$ cat src/rtl/y_collect_reg.sv
// ---------------------------------------------------------------------------
// y_collect_reg
//   Collects one systolic-array column's serial PE output stream into a
//   DEPTH-entry buffer. Only valid samples are stored, packed from index 0.
//   Once the expected count has been captured, the buffer is frozen and
//   exposed through a registered, indexed read port. One instance per column.
//
//   Optional build macro: Y_COLLECT_RELU_EN
//     defined   -> samples are clamped at zero (ReLU) as they are captured
//     undefined -> samples are stored unmodified
//
// Ports
//   CLK       clock, rising edge
//   RST       synchronous active-high reset
//   EN        capture enable; 0 ignores VALID_IN and holds counters
//   START     one-cycle pulse: restart capture, latch LEN
//   LEN       expected valid-sample count (0 means DEPTH)
//   DIN       serial sample from the bottom PE of the column
//   VALID_IN  DIN qualifier
//   BUSY      high while capturing
//   DONE      high while the buffer is ready for read-out
//   COUNT     samples captured since the last START
//   OVERFLOW  sticky: a valid sample arrived after the buffer was full
//   RD_EN     read request (served only while DONE)
//   RD_IDX    read address
//   RD_DATA   registered read data
//   RD_VALID  one-cycle strobe qualifying RD_DATA
//   RELEASE   consumer is finished; READY -> IDLE
// ---------------------------------------------------------------------------
module y_collect_reg #(
  parameter int DATA_W = 16,
  parameter int DEPTH  = 32,
  parameter int IDX_W  = 5
) (
  input  logic              CLK,
  input  logic              RST,
  input  logic              EN,
  input  logic              START,
  input  logic [IDX_W:0]    LEN,
  input  logic [DATA_W-1:0] DIN,
  input  logic              VALID_IN,
  output logic              BUSY,
  output logic              DONE,
  output logic [IDX_W:0]    COUNT,
  output logic              OVERFLOW,
  input  logic              RD_EN,
  input  logic [IDX_W-1:0]  RD_IDX,
  output logic [DATA_W-1:0] RD_DATA,
  output logic              RD_VALID,
  input  logic              RELEASE
);

  localparam logic [IDX_W:0] DEPTH_C = (IDX_W+1)'(DEPTH);

  typedef enum logic [1:0] {
    S_IDLE    = 2'd0,
    S_CAPTURE = 2'd1,
    S_READY   = 2'd2
  } state_t;

  state_t            state_q, state_d;
  logic [IDX_W:0]    count_q;
  logic [IDX_W:0]    target_q;
  logic              overflow_q;
  logic [DATA_W-1:0] mem_q [DEPTH];
  logic [DATA_W-1:0] rd_data_q;
  logic              rd_valid_q;

  logic [IDX_W:0]    count_inc;
  logic [IDX_W:0]    len_target;
  logic [DATA_W-1:0] din_s;
  logic              accept;
  logic              drop;
  logic              rd_fire;
  logic              rd_hit;

  assign count_inc = count_q + 1'b1;

  // LEN of 0 selects a full buffer. Values above DEPTH are clamped so that
  // COUNT can never run past the last entry.
  assign len_target = ((LEN == '0) || (LEN > DEPTH_C)) ? DEPTH_C : LEN;

`ifdef Y_COLLECT_RELU_EN
  assign din_s = DIN[DATA_W-1] ? '0 : DIN;
`else
  assign din_s = DIN;
`endif

  // Next state and per-cycle capture/drop decisions. START overrides
  // everything else, which also discards any sample arriving with it.
  always_comb begin
    state_d = state_q;
    accept  = 1'b0;
    drop    = 1'b0;
    if (START) begin
      state_d = S_CAPTURE;
    end else begin
      case (state_q)
        S_CAPTURE: begin
          if (EN && VALID_IN) begin
            accept = 1'b1;
            if (count_inc == target_q) state_d = S_READY;
          end
        end
        S_READY: begin
          if (EN && VALID_IN) drop = 1'b1;
          if (RELEASE) state_d = S_IDLE;
        end
        default: ;
      endcase
    end
  end

  // Control registers.
  always_ff @(posedge CLK) begin
    if (RST) begin
      state_q    <= S_IDLE;
      count_q    <= '0;
      target_q   <= DEPTH_C;
      overflow_q <= 1'b0;
    end else begin
      state_q <= state_d;
      if (START) begin
        count_q    <= '0;
        target_q   <= len_target;
        overflow_q <= 1'b0;
      end else begin
        if (accept) count_q    <= count_inc;
        if (drop)   overflow_q <= 1'b1;
      end
    end
  end

  // Sample buffer. In CAPTURE count_q < target_q <= DEPTH, so the low
  // IDX_W bits always address a real entry.
  always_ff @(posedge CLK) begin
    if (RST) begin
      for (int i = 0; i < DEPTH; i++) mem_q[i] <= '0;
    end else if (accept) begin
      mem_q[count_q[IDX_W-1:0]] <= din_s;
    end
  end

  // Read port: served in READY only (including the RELEASE cycle).
  // Addresses past COUNT return zero instead of stale data.
  assign rd_fire = RD_EN && (state_q == S_READY);
  assign rd_hit  = ({1'b0, RD_IDX} < count_q);

  always_ff @(posedge CLK) begin
    if (RST) begin
      rd_data_q  <= '0;
      rd_valid_q <= 1'b0;
    end else begin
      rd_valid_q <= rd_fire;
      if (rd_fire) rd_data_q <= rd_hit ? mem_q[RD_IDX] : '0;
    end
  end

  assign BUSY     = (state_q == S_CAPTURE);
  assign DONE     = (state_q == S_READY);
  assign COUNT    = count_q;
  assign OVERFLOW = overflow_q;
  assign RD_DATA  = rd_data_q;
  assign RD_VALID = rd_valid_q;

endmodule

$ cat config.mk
export PLATFORM = sky130hd
export DESIGN_NAME = y_collect_reg
export DESIGN_NICKNAME = d
export VERILOG_FILES = /design/src/rtl/y_collect_reg.sv
export SDC_FILE = /design/constraint.sdc
export NUM_CORES = 1
export LEC_CHECK = 0
export CAP_MARGIN = 20
export CORE_ASPECT_RATIO = 2
export CORE_MARGIN = 2
export CORE_UTILIZATION = 40
export CTS_BUF_LIST = sky130_fd_sc_hd__clkbuf_16
export CTS_CLUSTER_DIAMETER = 30
export DETAILED_ROUTE_END_ITERATION = 10
export SETUP_SLACK_MARGIN = 0.02
export SYNTH_ARGS = -nofsm -noshare
export SYNTH_HDL_FRONTEND = slang
export SYNTH_SLANG_ARGS = --single-unit
$ cat constraint.sdc
create_clock -name CLK -period 3.38 [get_ports CLK]
set_clock_uncertainty 0.15 [all_clocks]
set_input_delay 0.676 -clock CLK [delete_from_list [all_inputs] [get_ports CLK]]
set_output_delay 0.676 -clock CLK [all_outputs]
set_load 0.02 [all_outputs]
# Word level (Yosys, flattened, before mapping)
# Memories as Yosys holds them, arrays and structs flattened.
# Cells that the tools add are included.
[totals] register_bits=32 ramBits=512 inputBits=34 output_inout_bits=26 elab_cells=50 memories=1
[op_classes] addsub=1 order_cmp=2 n_eq_ne=9 n_mux=20 reduce_logical=10
[mem_list] name="mem_q" words=32 width=16 read_ports=1 rd_ports_with_merged_regs=0 wr=32 line="65" source="logic [DATA_W-1:0] mem_q [DEPTH];"
[ops] operator="16-bit two-way mux" count=2
[ops] operator="16-bit OR reduction" count=1
[ops] operator="1-bit two-way mux" count=12
[ops] operator="3-bit by 2-bit inequality test with 1-bit output (second input constant)" count=3
[ops] operator="4-bit AND reduction" count=2
[ops] operator="6-bit by 1-bit adder with 6-bit output (second input constant)" count=1
[ops] operator="6-bit equality test" count=1
[ops] operator="6-bit greater-than comparator (second input constant)" count=1
[ops] operator="6-bit logical NOT" count=1
[ops] operator="5-bit by 6-bit < comparator with 1-bit output" count=1
[ops] operator="2-bit two-way mux" count=3
[ops] operator="6-bit two-way mux" count=1
[ops] operator="2-bit by 1-bit inequality test with 1-bit output (second input constant)" count=3
[ops] operator="5-bit two-way mux" count=1
[ops] operator="2-bit one-hot mux with 2 select lines" count=1
[ops] operator="3-bit nonzero test" count=1
[ops] operator="2-bit by 1-bit equality test with 1-bit output (second input constant)" count=1
[ops] operator="2-bit equality test (second input constant)" count=1
[ops] operator="1-bit logical AND" count=2
[ops] operator="2-bit nonzero test" count=1
[ops] operator="2-bit OR reduction" count=1
[ops] operator="1-bit logical OR" count=1

# Depth between registers and ports, before layout
# Gate-level depths: netlist of run 1.
[depth] ltp_word=9 ltp_mapped=9 mapped_depth_nobuf=7

# Worst setup path after synthesis of run 1
# No wires, ideal clock.
[synth_path] path_type="input -> register" start="in START" end="mem mem_q[10][0] (enable)" setup_ps=334 arrival_time_ps=1937 required_time_ps=2896 path_slack_ps=959 stages=6 cell_sequence="or2_1 > buf_2 > nor2_8 > nand2_4 > nor2_2 > or2_2"
[synth_lines] element="from (decl)" line="38" source="input logic START,"
[synth_lines] element="to (decl)" line="65"

# Worst setup path in the final report of run 1
[layout_path] start="reg state_q[1]" end="out DONE"
[layout_between] elab_chain_len=1
[layout_lines] element="from (decl)" line="61" source="state_t state_q, state_d;"
[layout_lines] element="from (signal assigned)" line="122" source="state_q <= state_d;"
[layout_lines] element="2-bit equality test" line="160" source="assign DONE = (state_q == S_READY);"
[layout_lines] element="to (decl)" line="43" source="output logic DONE,"
# No other way between the ends.

==> flow_summary.toml, run 1 <==
[status]
status = "finished, final reports clean"

[floorplan]
die_w_microns = 183
initial_core_util_pct = 40.4
num_rows = 131
io_pins = 60
dieArea_sq_mm = 0.0664
die_h_microns = 362
core_area_sq_mm = 0.0636

[timing]
finalCritPeriodShare_pct = 85.7
tns_ns = 0
period_minus_slack_ns = 2.90
final-setup-viol-count = 0
tightestPinTransition_ns = 0.746
fmax_ghz = 0.345
hold_viol_final = 0
rsz0062_at_grt = "false"
drv_slew = 0
slew_headroom_pct = 50.1

[detailed_routing]
drtPass1Iterations = 5
vias_per_cell = 5.50
route.detailed.drc = 0
drtIter0Drc = 1163
final_antenna_net_count = 0
drt_wl_total_microns = 74200
drt-wirelength-per-cell_microns = 27.3
num_vias = 15000

[synth]
synth_edf_count = 512
synth_fp_nets = 1848
yosysSeqAreaShare_pct = 62.4
ys.flop_type = "edfxtp_1"
syn_area_per_cell_sq_um = 14.2
yosys_warnings = 0
ys_ff_latch = 544
synth_cell_types = 56
synth_area_sq_mm = 0.0257
synth-async-reset-ratio_pct = 0
syn_inst = 1805

[critical_path]
crit_chain = "nor2b_1, clkdlybuf4s50_1"
end_kind = "output pin"
r2r_start = "COUNT[3]$_SDFFE_PP0N_"
path_class = "flip-flop to output pin"
reg2reg_to = "mem_q[11][8]$_SDFFCE_PN0P_"
cp.required_ns = 2.55
cp_slowest_stage_delay_ns = 0.68
arrival_ns = 2.07
worst_setup_path_start_kind = "flip-flop"
reg2regPathDepth = 3
r2r_setup_slack_ns = 0.77
worstPathMaxFanout = 5
crit_slowest_cell = "clkdlybuf4s50_1"

[placed_design]
place.gp.congestion = 0.956
dp_hpwl_microns = 51300
port_buffers = 59

[clock_tree]
cts_made_buffers = 58
cts.path.max_buffers = 3
cts_tree = "yes"
ctsRootBufferMaster = "clkbuf_16"
postCtsSetupRepairBufs = 0
cts_resized = 0
cts_max_level = 2
cts.clk_slew.worst_paths_ns = 0.07
clkLatencyLatePin_ns = 0.62
ctsHoldBuffers = 0
cts_num_sinks = 544

[power_and_ir_drop]
combPwrFrac_pct = 7.4
power_leakage_nw = 10.6
p_int_mw = 11.9
p_switching_mw = 3.72
switching_share_pct = 23.9
ir_drop_uv = 401
seqPwrFrac_pct = 49.5
p_per_area_mw_per_mm2 = 532
pwr-share-clk_pct = 43.1

[min_path]
hold_depth = 1
min_path_type = "flip-flop to flip-flop"
hold_path_end = "target_q[5]$_SDFFE_PP1P_"
hp-start = "target_q[5]$_SDFFE_PP1P_"

[cells_and_area]
final_core_util_pct = 46.1
antennaDiodeCount = 0
nets = 1915
nFillCells = 5554
multi_input_area_sq_mm = 0.00885
layout_common_cells = "and2_1 (512), edfxtp_1 (512), buf_4 (95)"
seq_area_sq_mm = 0.0160
drive_above_1_share_pct = 18.5
layout-area-overhead-vs-synth_pct = 14.1

[grt]
grt_pass1_wl_microns = 106000
antenna_found_initial = 5
grt_max_degree = 42
gr-total-overflow = 0
grt_use_total_pct = 22.5
first_global_vias = 15700

[job]
drv_cap = 0
Yosys cell counts (all sizes together), types with 15 or more instances:
master	number	area share, %
edfxtp	512	60
a21oi	17	0.33
mux4	83	7.3
clkbuf	81	1.2
and3	15	0.37
o32ai	15	0.51
or2	34	0.83
dfxtp	32	2.5
nor2	83	2.2
nand2	44	0.76
nor3	17	0.33
a221oi	15	0.51
buf	69	1.9
o21ai	18	0.39
o22ai	15	0.37
o221ai	45	1.5
o211ai	15	0.44
nor2b	17	0.41
and2	512	12
mux2i	94	3.7
power groups by stage:
| stage | registers [mW] | clock network (mW) | logic (mW) |
|---|---|---|---|
| 5_1_grt | 7.74 | 7.02 | 1.19 |
| 3_5_place_dp | 7.87 | 0 | 1.15 |
| 4_1_cts | 7.72 | 6.80 | 1.15 |
| 2_1_floorplan | 7.80 | 0 | 0.663 |
| 3_3_place_gp | 7.86 | 0 | 1.14 |
| 6_report | 7.72 | 6.71 | 1.15 |
layout make-up:
cell class | instances | share of cell area [%]
Multi-Input combinational cell | 1100 | 30.2
Clock buffer | 58 | 4.95
Tap cell | 798 | 3.41
Inverter | 11 | 0.141
Timing Repair Buffer | 157 | 4.67
Sequential cell | 544 | 54.6
Clock inverter | 52 | 2.01
registers in the layout (all words and copies together) (netlist names):
register and cells:
RD_VALID 1, OVERFLOW 1, RD_DATA 16, target_q 6, mem_q 512, state_q 2
COUNT 6
worst max-delay path, delay by kind of cell, from the launching register on:
kind / cells / cell delay [ns]
AND/OR/NAND/NOR: 1 / 0.37
buffers and inverters: 1 / 0.68
flip-flops: 1 / 0.40
kinds of logic (layout without fill, tap and decap cells):
group	after synthesis	after routing	synth area share, %
AO/OA/AOI/OAI	161	161	4.78
XOR/XNOR	13	13	0.443
adder cells (fa/ha/maj)	9	9	0.438
buffers and inverters	161	278	3.22
flip-flops	544	544	62.4
multiplexers	177	177	11.0
AND/OR/NAND/NOR	740	740	17.8
how the worst max path moves through the flow:
stage                                        from                    endpoint  slack (ns)  cells past startpoint
after global routing      state_q[1]$_SDFFE_PP0P_                        DONE        0.41                      2
after CTS                 state_q[1]$_SDFFE_PP0P_                        DONE        0.45                      2
after global placement                      START  mem_q[0][12]$_SDFFCE_PN0P_        0.27                      6
after detailed placement                    START  mem_q[14][3]$_SDFFCE_PN0P_        0.23                      6
final                     state_q[1]$_SDFFE_PP0P_                        DONE        0.48                      2
after floorplan                             START  mem_q[10][0]$_SDFFCE_PN0P_        0.96                      6
per-stage QoR:
| stage | hold slack (ns) | cell area [sq um] | setup WS, ns | std cells | total power [mW] |
|---|---|---|---|---|---|
| 5_1_grt | 0.357 | 29300 | 0.408 | 2720 | 16.0 |
| 6_report | 0.331 | 29300 | 0.482 | 2720 | 15.6 |
| 3_3_place_gp | 0.316 | 27300 | 0.265 | 2610 | 8.99 |
| 3_5_place_dp | 0.320 | 27300 | 0.231 | 2610 | 9.02 |
| 4_1_cts | 0.334 | 29300 | 0.449 | 2720 | 15.7 |
| 2_1_floorplan | 0.306 | 25700 | 0.959 | 1805 | 8.47 |
metal layers:
layer | global-route usage, % | vias up | routed length, microns
met5 | 0 | - | 0
met4 | 16.0 | 0 | 6110
met3 | 2.35 | 198 | 3150
met2 | 41.8 | 517 | 39800
met1 | 23.3 | 7488 | 25100
li1 | - | 6756 | -
Power figures use the tool's default switching activity.
==> run 2: changes to the inputs <==
- CORE_ASPECT_RATIO: 2 -> unset
==> run 2 against run 1 <==
  * Final cell count grew 5.4%
  * Register-to-register slack gained 0.15 ns
  * Sequential share of layout area shrank 3.7 points
  * Maximum frequency shrank 0.17%
  * Largest cell class unchanged
  * Clock power grew 76%
  * Highest routed layer unchanged
  * Clock-buffer cell count grew 63
  * Total power grew 33%
  * Worst setup slack lost 0.0051 ns
  * Non-clock buffer count shrank 13
  * Combinational power shrank 4%
  * Via count grew 4.5%
==> flow_summary.toml, run 2 (same netlist as run 1, synthesis figures left out) <==
[clock_tree]
cts_resized = 0
cts_max_level = 3
clkLatencyLatePin_ns = 0.67
ctsHoldBuffers = 0
cts_tree = "yes"
cts_num_sinks = 544
cts.clk_slew.worst_paths_ns = 0.05
cts.path.max_buffers = 3
postCtsSetupRepairBufs = 0
ctsRootBufferMaster = "clkbuf_16"
cts_made_buffers = 121

[placed_design]
place_inst = 2645
postPlaceCellArea_sq_mm = 0.0273
dp_hpwl_microns = 45800
port_buffers = 59
place.gp.congestion = 0.848

[status]
status = "finished, final reports clean"

[detailed_routing]
drtIter0Drc = 1555
final_antenna_net_count = 0
num_vias = 15600
vias_per_cell = 5.45
drtPass1Iterations = 6
route.detailed.drc = 0
drt-wirelength-per-cell_microns = 24.5
drt_wl_total_microns = 70300

[timing]
drv_slew = 0
fmax_ghz = 0.344
final-setup-viol-count = 0
hold_viol_final = 0
finalCritPeriodShare_pct = 85.9
tns_ns = 0
period_minus_slack_ns = 2.90
tightestPinTransition_ns = 0.673
slew_headroom_pct = 55.0
rsz0062_at_grt = "false"
holdWs_ns = 0.330

[floorplan]
die_w_microns = 257
num_rows = 92
core_area_sq_mm = 0.0633
dieArea_sq_mm = 0.0663
io_pins = 60
initial_core_util_pct = 40.6
die_h_microns = 257

[cells_and_area]
nets = 1965
drive_above_1_share_pct = 21.9
largest_reg_flops = 512
multi_input_area_sq_mm = 0.00885
layout.cells.non_filler = 2868
seq_area_sq_mm = 0.0160
final_cell_area_sq_mm = 0.0314
layout-area-overhead-vs-synth_pct = 22.4
final_core_util_pct = 49.7
nFillCells = 5301
layout_common_cells = "and2_1 (512), edfxtp_1 (512), clkbuf_16 (121)"
largest-register = "mem_q"

[critical_path]
worstPathMaxFanout = 5
end_kind = "output pin"
cp.required_ns = 2.55
arrival_ns = 2.08
worst_setup_path_start_kind = "flip-flop"
cp_num_buf_inv = 1
crit_slowest_cell = "clkdlybuf4s50_1"
cp_slowest_stage_delay_ns = 0.67
crit_chain = "nor2b_1, clkdlybuf4s50_1"
critical-path-top-delay-family = "buffers and inverters"
path_class = "flip-flop to output pin"

[grt]
first_global_vias = 15500
grt_use_met3_pct = 4.13
use_met1_pct = 32.3
grt_use_total_pct = 21.4
gr-total-overflow = 0
gr-usage-met2_pct = 31.7
busiest_layer = "met1"
grt_pass1_wl_microns = 104000
antenna_found_initial = 2
grt_max_degree = 55

[min_path]
min_path_type = "flip-flop to flip-flop"

[power_and_ir_drop]
power_leakage_nw = 11.6
p_per_area_mw_per_mm2 = 658
p_switching_mw = 4.63
seqPwrFrac_pct = 37.4
pwr-share-clk_pct = 57.2
ir_drop_uv = 371
p_int_mw = 16.0
switching_share_pct = 22.4
combPwrFrac_pct = 5.3

[job]
drv_cap = 0
run 2: metal layers:
layer / up-vias / wire [microns]
met4: 0 / 1190
li1: 6912 / -
met5: - / 0
met1: 8060 / 32300
met3: 90 / 5380
met2: 568 / 31400
run 2: metrics by stage:
step / setup WS [ns] / total power, mW
after floorplan: 0.959 / 8.47
after global placement: 0.221 / 8.94
after detailed placement: 0.139 / 8.96
after CTS: 0.447 / 20.8
after global routing: 0.398 / 21.2
final: 0.477 / 20.7
run 2: final cells by class:
class	instances	area share (%)
Sequential cell	544	50.9
Inverter	11	0.131
Timing Repair Buffer	144	4.12
Tap cell	846	3.37
Multi-Input combinational cell	1100	28.1
Clock buffer	121	9.63
Clock inverter	101	3.65
Antenna cell	1	0.00796
run 2: path summary, 6_finish.rpt:
path | from | endpoint | slack, ns | cells past startpoint
hold / removal | OVERFLOW$_SDFFE_PP0P_ | OVERFLOW$_SDFFE_PP0P_ | 0.33 | 2
setup reg to reg | COUNT[3]$_SDFFE_PP0N_ | mem_q[13][4]$_SDFFCE_PN0P_ | 0.92 | 3
setup / recovery | state_q[1]$_SDFFE_PP0P_ | DONE | 0.48 | 2
hold reg to reg | OVERFLOW$_SDFFE_PP0P_ | OVERFLOW$_SDFFE_PP0P_ | 0.33 | 2
run 2: power groups by stage:
stage | registers, mW | clock network, mW | logic (mW)
2_1_floorplan | 7.80 | 0 | 0.663
3_3_place_gp | 7.85 | 0 | 1.09
3_5_place_dp | 7.86 | 0 | 1.10
4_1_cts | 7.74 | 11.9 | 1.10
5_1_grt | 7.76 | 12.3 | 1.16
6_report | 7.74 | 11.8 | 1.10
run 2: worst register-to-register path, cell delays in order, from the launching register on:
cell and delay, ns:
dfxtp_1 0.62, nand3_1 0.61, nor2_4 0.28, or2_2 0.42
==> run 3: changes to the inputs <==
- SETUP_SLACK_MARGIN: 0.02 -> unset
==> results of run 3 <==
No change in the layout: final DEF, timing and power equal those of run 2.
